$ cat config.mk
export PLATFORM = sky130hd
export DESIGN_NAME = mem_bus_arbiter
export DESIGN_NICKNAME = d
export VERILOG_FILES = /design/src/rtl/mem_bus_arbiter.sv
export SDC_FILE = /design/constraint.sdc
export NUM_CORES = 1
export LEC_CHECK = 0
export ABC_CLOCK_PERIOD_IN_PS = 3550
export CAP_MARGIN = 20
export CORE_AREA = 2 2 127 129
export CTS_CLUSTER_SIZE = 12
export DETAILED_ROUTE_END_ITERATION = 10
export DIE_AREA = 0 0 129 131
export PLACE_DENSITY = 0.63
export SLEW_MARGIN = 0
export SYNTH_ARGS = -nofsm -noshare
export SYNTH_HDL_FRONTEND = slang
export SYNTH_SLANG_ARGS = --single-unit
export TNS_END_PERCENT = 10
$ cat constraint.sdc
create_clock -name clock -period 3.55 [get_ports clock]
set_input_delay 0.5325 -clock clock [delete_from_list [all_inputs] [get_ports clock]]
set_output_delay 0.5325 -clock clock [all_outputs]
set_load 0.005 [all_outputs]
$ cat src/rtl/mem_bus_arbiter.sv
// rtl/mem_bus_arbiter.sv - icache/dcache memory bus arbiter with load-tag return routing
// Optional ICACHE_STARVE_GUARD_EN lets icache win after three consecutive dcache wins while it waits.
module mem_bus_arbiter #(
   parameter int XLEN = 32
) (
   input  logic            clock,
   input  logic            reset,
   input  logic [1:0]      icache_command,
   input  logic [XLEN-1:0] icache_addr,
   input  logic [1:0]      dcache_command,
   input  logic [XLEN-1:0] dcache_addr,
   output logic            icache_ack,
   output logic            dcache_ack,
   output logic [3:0]      ack_tag,
   output logic [1:0]      proc2mem_command,
   output logic [XLEN-1:0] proc2mem_addr,
   input  logic [3:0]      mem2proc_response,
   input  logic [63:0]     mem2proc_data,
   input  logic [3:0]      mem2proc_tag,
   output logic            icache_data_valid,
   output logic            dcache_data_valid,
   output logic [63:0]     cache_data,
   output logic [3:0]      cache_tag,
   output logic [4:0]      outstanding_cnt
);

   // Bus command encoding: 0 none, 1 load, 2 store.
   localparam logic [1:0] BUS_NONE   = 2'd0;
   localparam logic [1:0] BUS_LOAD   = 2'd1;
   localparam logic [1:0] OWN_NONE   = 2'd0;
   localparam logic [1:0] OWN_ICACHE = 2'd1;
   localparam logic [1:0] OWN_DCACHE = 2'd2;

   typedef enum logic {IDLE, ISSUE} state_t;

   state_t            state_q, state_d;
   logic [1:0]        owner_q, owner_d;
   logic [1:0]        cmd_q, cmd_d;
   logic [XLEN-1:0]   addr_q, addr_d;
   logic [15:0][1:0]  table_q, table_d;
   logic [4:0]        cnt_q, cnt_d;

   logic       icache_req, dcache_req, pick_icache;
   logic       load_grant, ret_hit;
   logic [1:0] ret_owner;

   assign icache_req      = (icache_command != BUS_NONE);
   assign dcache_req      = (dcache_command != BUS_NONE);
   assign outstanding_cnt = cnt_q;

`ifdef ICACHE_STARVE_GUARD_EN
   logic [1:0] starve_q, starve_d;

   assign pick_icache = icache_req && (!dcache_req || (starve_q == 2'd3));

   // Counts dcache wins while icache is left waiting; any other outcome breaks the streak.
   always_comb begin
      starve_d = starve_q;
      if ((state_q == IDLE) && (icache_req || dcache_req)) begin
         if (pick_icache)
            starve_d = 2'd0;
         else if (icache_req)
            starve_d = starve_q + 2'd1;
         else
            starve_d = 2'd0;
      end
   end

   always_ff @(posedge clock or posedge reset) begin
      if (reset)
         starve_q <= 2'd0;
      else
         starve_q <= starve_d;
   end
`else
   assign pick_icache = icache_req && !dcache_req;
`endif

   always_comb begin
      state_d          = state_q;
      owner_d          = owner_q;
      cmd_d            = cmd_q;
      addr_d           = addr_q;
      table_d          = table_q;
      cnt_d            = cnt_q;
      icache_ack       = 1'b0;
      dcache_ack       = 1'b0;
      ack_tag          = 4'd0;
      proc2mem_command = BUS_NONE;
      proc2mem_addr    = '0;
      load_grant       = 1'b0;

      case (state_q)
         IDLE: begin
            if (icache_req || dcache_req) begin
               state_d = ISSUE;
               if (pick_icache) begin
                  owner_d = OWN_ICACHE;
                  cmd_d   = icache_command;
                  addr_d  = icache_addr;
               end else begin
                  owner_d = OWN_DCACHE;
                  cmd_d   = dcache_command;
                  addr_d  = dcache_addr;
               end
            end
         end
         ISSUE: begin
            proc2mem_command = cmd_q;
            proc2mem_addr    = addr_q;
            if (mem2proc_response != 4'd0) begin
               icache_ack = (owner_q == OWN_ICACHE);
               dcache_ack = (owner_q == OWN_DCACHE);
               ack_tag    = mem2proc_response;
               load_grant = (cmd_q == BUS_LOAD);
               state_d    = IDLE;
            end
         end
         default: state_d = IDLE;
      endcase

      ret_owner         = table_q[mem2proc_tag];
      ret_hit           = (mem2proc_tag != 4'd0) && (ret_owner != OWN_NONE);
      cache_tag         = mem2proc_tag;
      cache_data        = (mem2proc_tag != 4'd0) ? mem2proc_data : 64'd0;
      icache_data_valid = ret_hit && (ret_owner == OWN_ICACHE);
      dcache_data_valid = ret_hit && (ret_owner == OWN_DCACHE);

      // Grant write comes after the clear so a same-tag grant keeps the new owner.
      if (ret_hit)
         table_d[mem2proc_tag] = OWN_NONE;
      if (load_grant)
         table_d[mem2proc_response] = owner_q;

      if (load_grant && !ret_hit) begin
         if (cnt_q != 5'd15)
            cnt_d = cnt_q + 5'd1;
      end else if (ret_hit && !load_grant) begin
         if (cnt_q != 5'd0)
            cnt_d = cnt_q - 5'd1;
      end
   end

   always_ff @(posedge clock or posedge reset) begin
      if (reset) begin
         state_q <= IDLE;
         owner_q <= OWN_NONE;
         cmd_q   <= BUS_NONE;
         addr_q  <= '0;
         table_q <= '0;
         cnt_q   <= 5'd0;
      end else begin
         state_q <= state_d;
         owner_q <= owner_d;
         cmd_q   <= cmd_d;
         addr_q  <= addr_d;
         table_q <= table_d;
         cnt_q   <= cnt_d;
      end
   end

endmodule

# After elaboration in Yosys (flattened, before gate mapping)
# Cells that the tools add are included.
# Widths: inputs -> output; s select.
[totals] regBits=74 output_inout_bits=115 wordCells=89
[op_classes] n_addsub=2 order_cmp=4 eq_ne=7 n_mux=30 bitwise_logic=3 n_reduce_logical=22
[ops] op="$mux 32" n=4
[ops] op="$mux 64" n=1
[ops] op="$and 32x32->32" n=1
[ops] op="$bwmux 32" n=1
[ops] op="$not 32->32" n=1
[ops] op="$mux 5" n=4
[ops] op="$demux 2 s4" n=2
[ops] op="$mux 2" n=6
[ops] op="$lt 4x5->1 const B" n=2
[ops] op="$reduce_bool 2->1" n=5
[ops] op="$bmux 2 s4" n=1
[ops] op="$ge 4x1->1 const B" n=2
[ops] op="$logic_and 1x1->1" n=8
[ops] op="$mux 1" n=8
[ops] op="$mux 4" n=2
[ops] op="$reduce_bool 4->1" n=2
[ops] op="$eq 2x1->1 const B" n=3
[ops] op="$add 5x1->5 const B" n=1
[ops] op="$ne 5x4->1 const B" n=1
[ops] op="$reduce_bool 5->1" n=1
[ops] op="$sub 5x1->5 const B" n=1
[ops] op="$eq 2x2->1 const B" n=2
[ops] op="$logic_not 1->1" n=3
[ops] op="$reduce_and 3->1" n=1
[ops] op="5 further kinds" n=5

# Longest topological paths before layout
# Gate-level depths: netlist of run 1.
[logic_depth] depth_word=9 depth_mapped=14 depth_no_buf=12

# Least setup slack after synthesis of run 1
# Ideal clock, no wire load.
[synth_path] path_type="input to register" start="input mem2proc_tag[0]" end="register cnt_q[4] (netlist: outstanding_cnt[4])" setup_ns=0.124 arrival_ns=3.153 required_ns=3.426 slack_ns=0.273 path_stages=14 n_path_buf=2 path_cell_list="buf_6 -> buf_8 -> mux4_2 -> mux2_4 -> nor2_8 -> a211o_2 -> ha_1 -> inv_1 -> ha_1 -> nor2b_1 -> o21ai_0 -> and3_1 -> o21ai_0 -> xnor2_1"
[synth_between] elab_chain_cells=8 elab_cells_between_ends=13 cone_classes="eq/ne: 1; mux: 3; reduce/logical: 9"
[synth_lines] item="start, declared" line="19" rtl="input logic [3:0] mem2proc_tag,"
[synth_lines] item="$bmux 2 s4" line="122" rtl="ret_owner = table_q[mem2proc_tag];"
[synth_lines] item="$mux 2 (not written as such)" line="122"
[synth_lines] item="$reduce_bool 2->1" line="123" rtl="ret_hit = (mem2proc_tag != 4'd0) && (ret_owner != OWN_NONE);"
[synth_lines] item="$logic_and 1x1->1 (*)" line="123"
[synth_lines] item="$logic_not 1->1" line="135" rtl="if (load_grant && !ret_hit) begin"
[synth_lines] item="$logic_and 1x1->1" line="135"
[synth_lines] item="$ne 2x1->1 (no line) or $reduce_bool 2->1 (tied branches)"
[synth_lines] item="$reduce_and 3->1 (no line)"
[synth_lines] item="end signal, assigned" line="158" rtl="cnt_q <= cnt_d;"
[synth_lines] item="end, declared" line="41" rtl="logic [4:0] cnt_q, cnt_d;"
# Mark *: on every way between the ends. The rest lies on a longest branch, timed or not. The select of a mux whose other input is x is not followed.
# A chain may end at the register's enable or synchronous reset.

# Worst setup path after layout of run 1
[layout_path] start="input mem2proc_tag[2]" end="output icache_data_valid"
[layout_between] elab_chain_cells=5 elab_cells_between_ends=7 cone_classes="eq/ne: 1; mux: 2; reduce/logical: 4"
[layout_lines] item="$bmux 2 s4" line="122"
[layout_lines] item="$mux 2 (not written as such)" line="122"
[layout_lines] item="$reduce_bool 2->1" line="123"
[layout_lines] item="$logic_and 1x1->1" line="123"
[layout_lines] item="$logic_and 1x1->1 (*)" line="126" rtl="icache_data_valid = ret_hit && (ret_owner == OWN_ICACHE);"
[layout_lines] item="end, declared" line="20" rtl="output logic icache_data_valid,"
# Marks and branches as above.

==> summary.md, run 1 <==
| Metric | Value |
|---|---|
| Clock Tree Root | clkbuf_16 |
| Synth Area in XOR/XNOR | 0.766% |
| Total Routed Length | 15.8 mm |
| Setup violators final | 0 |
| Critical path peak fanout | 16 |
| Post-CTS Resized | 4 |
| First-pass GRT wire length | 23.9 mm |
| Setup bufs post-CTS | 0 |
| Unrepaired setup endpoints after global routing | no |
| Syn nets | 655 |
| Hold Path Class | reg -> reg |
| Worst path required time | 3.02 ns |
| Main synth FF type | dfrtp_1 |
| H-Tree Level Count | 3 |
| # diodes | 0 |
| Commonest non-fill, non-tap cell in the layout | clkdlybuf4s50_1 |
| Cells after DPL | 966 |
| Mux cell area share after synthesis | 5.80% |
| FP Rows | 46 |
| Latest clock arrival within the worst-skew pair | 0.33 ns |
| Crit path DAT | 2.70 ns |
| Worst Setup Path Type | in -> out |
| CTS sink count | 74 |
| Vias | 4691 |
| TritonCTS Buffers | 9 |
| # hold bufs at CTS | 0 |
| Final Hold Viols | 0 |
| Fraction of registers with async set/reset | 100% |
| Setup crit start kind | input port |
| GPL Wtd Cong | 0.843 |
| Slew Viols, Final | 0 |
| Die span in y | 131 um |
| Synthesis-to-finish area growth | 70.7% |
| Final min period | 3.23 ns |
| Clock-pin slew on the worst setup and hold paths | 0.06 ns |
| Relative slew slack | 43.8% |
| Share of layout cells above drive strength 1 | 9.80% |
| Non-Filler Instances | 981 |
| Final WS setup | 0.316 ns |
| Slowest cell delay on critical path | 0.50 ns |
| Pre-CTS WS | -0.250 ns |
| Post-synthesis compound-gate area fraction | 13.6% |
| Slew @ Worst Pin | 0.841 ns |
| Final worst-path cycle share | 91.1% |
| Setup_tns | 0 ns |
| Pwr dens | 574 nW/um^2 |
| CTS max path bufs | 2 |
| YS warnings | 0 |
| Ports | 257 |
| DRC violations left | 0 |
| Total Die Area | 16900 sq um |
| Main combinational cell family by area after synthesis | simple AND/OR/NAND/NOR gates |
| Seq cells post-synth | 74 |
| GRT Residual Overflow | 0 |
| Total of max-cap violations | 0 |
| Tot GR Track Use | 18.2% |
| Total power | 4.48 mW |
| Most frequent cells in the layout | 253 x clkdlybuf4s50_1, 74 x dfrtp_1, 58 x nand2_1, 46 x nor2b_1, 39 x inv_1 |
| Die width | 129 um |
| Avg WL per Cell | 16.1 um |
| Syn_area_per_cell | 9.02 sq um |
| Largest net degree at the start of global routing | 48 |
| Share of the synthesized area in the top cell type | 40.5% |
| Drt first pass iters | 7 |
| Leakage power | 3.31 nW |
| CP Cell Sequence | clkdlybuf4s50_1 -> buf_12 -> mux4_2 -> mux2_2 -> buf_4 -> or3b_1 -> a21oi_2 -> dlygate4sd2_1 |
| Antenna violations before repair | 0 |
| CP Capture Type | output pin |
| Status | finished, final reports clean |
| Uppermost layer routed | met4 |
| Post-synth EDFFs | 0 |
| Cell Area, Synth | 4580 sq um |
| CTS tree | done |
| Wire length on met3 | 1.43 mm |
| Largest cells by area after synthesis | dfrtp_1 40%, a222oi_1 7.0%, nor2b_1 6.3%, and2_1 5.2%, nand2_1 4.8% |
| Worst VDD drop | 287 uV |
| I/O Buffers | 256 |
| Syn Inst Count | 507 |
| Post-DRT Antenna Nets | 0 |
| Final Net Count | 909 |
| Buf+Inv Stages, Crit Path | 4 |
| Simple-gate share of the synthesized area | 30.1% |
| Yosys cell types | 47 |
| Routed met2 length | 8.17 mm |
| Core ar. | 15600 sq um |
| Wl on met1 | 5.94 mm |
| Starting Density | 29.3% |
| Fin Clk Skew | 0.00503 ns |
| Largest area contributor in the netlist | dfrtp_1 |
| Slowest CP cell | clkdlybuf4s50_1 |
| HPWL after detailed placement | 12.6 mm |
| Max Fclk | 0.309 GHz |
| Initial detailed-routing violation count | 208 |
| Vias per cell | 4.78 |
| Critical path's top delay family | buffers and inverters |
| Adder-cell share of the synthesized area | 1.80% |
| Vias in the first global route | 4746 |
| Post-synthesis sequential area ratio | 40.5% |
## layout make-up
type                       instances  area (sq um)
sequential                        74          1850
timing repair buffer             284          2810
inverter                          40           150
tap                              216           270
clock inverter                     4          76.3
clock buffer                      11           243
fill                            1419          7790
multi-input combinational        352          2410
## where the power goes
part	total [mW]	internal (mW)	switching (mW)
Sequential	1.42	1.15	0.268
Clock	0.973	0.632	0.341
Combinational	2.09	1.19	0.902
## cell usage after synthesis, types with 2 or more instances
cell type and n:
nand2_1 58, buf_4 4, buf_1 2, nor4_2 2, nand3_1 4, xnor2_1 3
and2b_1 22, dfrtp_1 74, and2_1 38, nor3b_1 3, nor4_1 8, or3b_1 2
inv_1 40, ha_1 5, nor3_1 9, or3_1 4, o21ai_1 16, or2b_1 2
mux4_2 7, nor2b_1 46, mux2_2 5, nor2_1 16, nor3_2 6, clkbuf_1 31
o21ai_0 32, nand3b_1 3, a222oi_1 32, nand2b_1 6, a21oi_1 9
## kinds of logic after synthesis
| logic type | count (synthesis) |
|---|---|
| AND/OR/NAND/NOR | 236 |
| AO/OA/AOI/OAI | 91 |
| buffers and inverters | 81 |
| flip-flops | 74 |
| multiplexers | 15 |
| adder cells (fa/ha/maj) | 6 |
| XOR/XNOR | 4 |
## sequential cells by signal, summed over array words and instances, names as in the netlist
name	cells
outstanding_cnt	5
cmd_q	2
addr_q	32
table_q	32
owner_q	2
state_q	1
## metrics by stage
stage          hold WS (ns)  utilization, %  instance area (sq um)
4_1_cts               0.387            50.0                   7800
3_5_place_dp          0.374            48.0                   7480
2_1_floorplan         0.425               -                   4580
6_report              0.382            50.1                   7810
5_1_grt               0.405            50.1                   7810
3_3_place_gp          0.373            48.0                   7480
## per-layer routing
layer  global-route usage, %  vias up
met3                    5.25       20
met4                    6.33        0
met5                       0        -
met1                    20.0     2182
met2                    33.7      242
li1                        -     2247
## final timing paths
check	startpoint	end	slack, ns	cells past startpoint
max reg2reg	table_q[14]$_DFF_PP0_	outstanding_cnt[3]$_DFFE_PP0P_	0.67	11
min	table_q[1]$_DFF_PP0_	table_q[1]$_DFF_PP0_	0.38	0
max in group asynchronous	reset	table_q[9]$_DFF_PP0_	2.07	3
min reg2reg	table_q[1]$_DFF_PP0_	table_q[1]$_DFF_PP0_	0.38	0
min in group asynchronous	reset	addr_q[22]$_DFFE_PP0P_	0.70	2
max	mem2proc_tag[2]	icache_data_valid	0.32	8
(Power assumes the default switching activity.)
==> run 2: changes to the inputs <==
--- a/config.mk
+++ b/config.mk
@@ -5,13 +5,13 @@
 export SDC_FILE = /design/constraint.sdc
 export NUM_CORES = 1
 export LEC_CHECK = 0
-export ABC_CLOCK_PERIOD_IN_PS = 3550
+export ABC_AREA = 1
 export CAP_MARGIN = 20
-export CORE_AREA = 2 2 127 129
+export CORE_AREA = 2 2 135 137
 export CTS_CLUSTER_SIZE = 12
 export DETAILED_ROUTE_END_ITERATION = 10
-export DIE_AREA = 0 0 129 131
-export PLACE_DENSITY = 0.63
+export DIE_AREA = 0 0 137 139
+export PLACE_DENSITY = 0.61
 export SLEW_MARGIN = 0
 export SYNTH_ARGS = -nofsm -noshare
 export SYNTH_HDL_FRONTEND = slang
==> run 2 against run 1 <==
Clock power decreased by 10%. Worst hold slack lost 0.0045 ns. Via count rose by 25%. Area after synthesis up 13%. Final cell count rose by 35%. Sequential power fell by 4%. Total power down 9.2%. Synthesized cell count is 66% higher. Clock skew is 0.0016 ns higher. Count of clock-buffer cells in the layout shrank 1. Critical path type unchanged. Critical endpoint is now cache_data[63].
==> summary.md, run 2 <==
| Metric | Value |
|---|---|
| Status | finished, final reports clean |
| Antenna violations before repair | 0 |
| FP Rows | 49 |
| CTS sink count | 74 |
| CP Cell Sequence | clkdlybuf4s50_1 -> nor2_1 -> buf_4 -> nand2_2 -> clkinv_2 -> buf_12 -> nor2_1 -> clkdlybuf4s50_1 |
| Ports | 257 |
| Slew Viols, Final | 0 |
| Tot GR Track Use | 18.8% |
| Post-DRT Antenna Nets | 0 |
| Drt first pass iters | 4 |
| Final min period | 3.17 ns |
| First-pass GRT wire length | 28.3 mm |
| DRC violations left | 0 |
| Vias | 5856 |
| Post-synth EDFFs | 0 |
| Setup bufs post-CTS | 0 |
| Slowest CP cell | clkdlybuf4s50_1 |
| Area of the multi-input gates | 2510 sq um |
| Cells after DPL | 1304 |
| Post-synthesis sequential area ratio | 35.9% |
| Total Routed Length | 18.0 mm |
| Initial detailed-routing violation count | 285 |
| Fraction of registers with async set/reset | 100% |
| I/O Buffers | 256 |
| Fillers | 1829 |
| Clock Tree Root | clkbuf_16 |
| Most frequent cells in the layout | 311 x nand2_1, 256 x clkdlybuf4s50_1, 140 x inv_1, 115 x nand3_1, 86 x nor2_1 |
| Share of layout cells above drive strength 1 | 4.77% |
| YS warnings | 0 |
| H-Tree Level Count | 3 |
| Synthesis-to-finish area growth | 58.9% |
| Unrepaired setup endpoints after global routing | no |
| Crit path DAT | 2.63 ns |
| # hold bufs at CTS | 0 |
| Fin Clk Skew | 0.00667 ns |
| Non-Filler Instances | 1320 |
| CP Capture Type | output pin |
| Worst Setup Path Type | in -> out |
| Setup crit start kind | input port |
| GRT Residual Overflow | 0 |
| Syn_area_per_cell | 6.12 sq um |
| Final Hold Viols | 0 |
| Syn nets | 992 |
| Total of max-cap violations | 0 |
| Cell Area, Synth | 5160 sq um |
| Worst path required time | 3.02 ns |
| Vias in the first global route | 5546 |
| Vias per cell | 4.44 |
| Largest net degree at the start of global routing | 75 |
| Final WS setup | 0.385 ns |
| Main synth FF type | dfrtp_1 |
| Die span in y | 139 um |
| Avg WL per Cell | 13.7 um |
| HPWL after detailed placement | 13.7 mm |
| Critical path's top delay family | buffers and inverters |
| HP Start | table_q[1]$_DFF_PP0_ |
| Yosys cell types | 28 |
| Fin area | 8210 sq um |
| Post-CTS Resized | 0 |
| Hold Path Class | reg -> reg |
| Total Die Area | 19000 sq um |
| Pre-CTS WS | 0.218 ns |
| Post-synth top cells | 311 x nand2_1, 141 x inv_1, 115 x nand3_1 |
| Die width | 137 um |
| Max Fclk | 0.316 GHz |
| Largest cells by area after synthesis | dfrtp_1 36%, nand2_1 23%, nand3_1 11%, inv_1 10%, nor2_1 6.3% |
| Critical path peak fanout | 21 |
| Placed inst area | 7920 sq um |
| GPL Wtd Cong | 0.841 |
| Top-count cell post-synth | nand2_1 |
| Share of the synthesized area in the top cell type | 35.9% |
| Slew @ Worst Pin | 0.619 ns |
| Setup violators final | 0 |
| CP Launch Point | mem2proc_tag[2] |
| TritonCTS Buffers | 9 |
| Worst VDD drop | 297 uV |
| Slowest cell delay on critical path | 0.57 ns |
| Syn Inst Count | 844 |
| # diodes | 0 |
| CTS tree | done |
| Starting Density | 29.2% |
| Setup_tns | 0 ns |
| Leakage power | 4.29 nW |
| Relative slew slack | 58.7% |
| Storage cell area | 1850 sq um |
| Latest clock arrival within the worst-skew pair | 0.34 ns |
| Seq cells post-synth | 74 |
| Final worst-path cycle share | 89.2% |
| CTS max path bufs | 2 |
| Largest area contributor in the netlist | dfrtp_1 |
| Buf+Inv Stages, Crit Path | 5 |
| Pwr dens | 496 nW/um^2 |
| Clock-pin slew on the worst setup and hold paths | 0.06 ns |
| Final Net Count | 1234 |
| Commonest non-fill, non-tap cell in the layout | nand2_1 |
| Core ar. | 17700 sq um |
| FF-to-FF Start | state_q$_DFF_PP0_ |
## run 2: kinds of logic after synthesis
group / share of synthesized area (%)
flip-flops: 35.9
XOR/XNOR: 0.679
adder cells (fa/ha/maj): 1.60
buffers and inverters: 15.6
AO/OA/AOI/OAI: 4.60
AND/OR/NAND/NOR: 41.7
## run 2: stage by stage
step                      utilization, %  hold slack (ns)  total power [mW]
after global routing                46.5            0.403              4.42
after detailed placement            44.9            0.368              3.22
after global placement              44.9            0.377              3.21
after floorplan                        -            0.429              2.34
after CTS                           46.5            0.382              4.11
final                               46.5            0.377              4.07
## run 2: final cells by class
type | instances | area share [%]
timing repair buffer | 272 | 33.2
multi-input combinational | 581 | 30.6
sequential | 74 | 22.6
inverter | 148 | 6.79
tap | 229 | 3.49
clock buffer | 10 | 2.91
clock inverter | 6 | 0.518
## run 2: final timing paths
path                                                   to  slack [ns]  cells after the start
setup / recovery                           cache_data[63]        0.38                      8
hold / removal                       table_q[1]$_DFF_PP0_        0.38                      0
setup reg to reg           outstanding_cnt[4]$_DFFE_PP0P_        1.15                     14
hold reg to reg                      table_q[1]$_DFF_PP0_        0.38                      0
max in group asynchronous           table_q[20]$_DFF_PP0_        2.60                      3
min in group asynchronous          addr_q[28]$_DFFE_PP0P_        0.58                      3
## run 2: power breakdown
| group | internal [mW] | switching (mW) |
|---|---|---|
| clock network | 0.492 | 0.379 |
| logic | 0.914 | 0.918 |
| registers | 1.13 | 0.236 |
| total | 2.54 | 1.53 |
## run 2: metal layers
metal,global-route usage (%),share of wire [%],up-vias
li1,-,-,3014
met5,0,0,-
met2,30.9,45,258
met4,5.05,1.4,0
met1,23.0,41,2569
met3,7.20,12,15
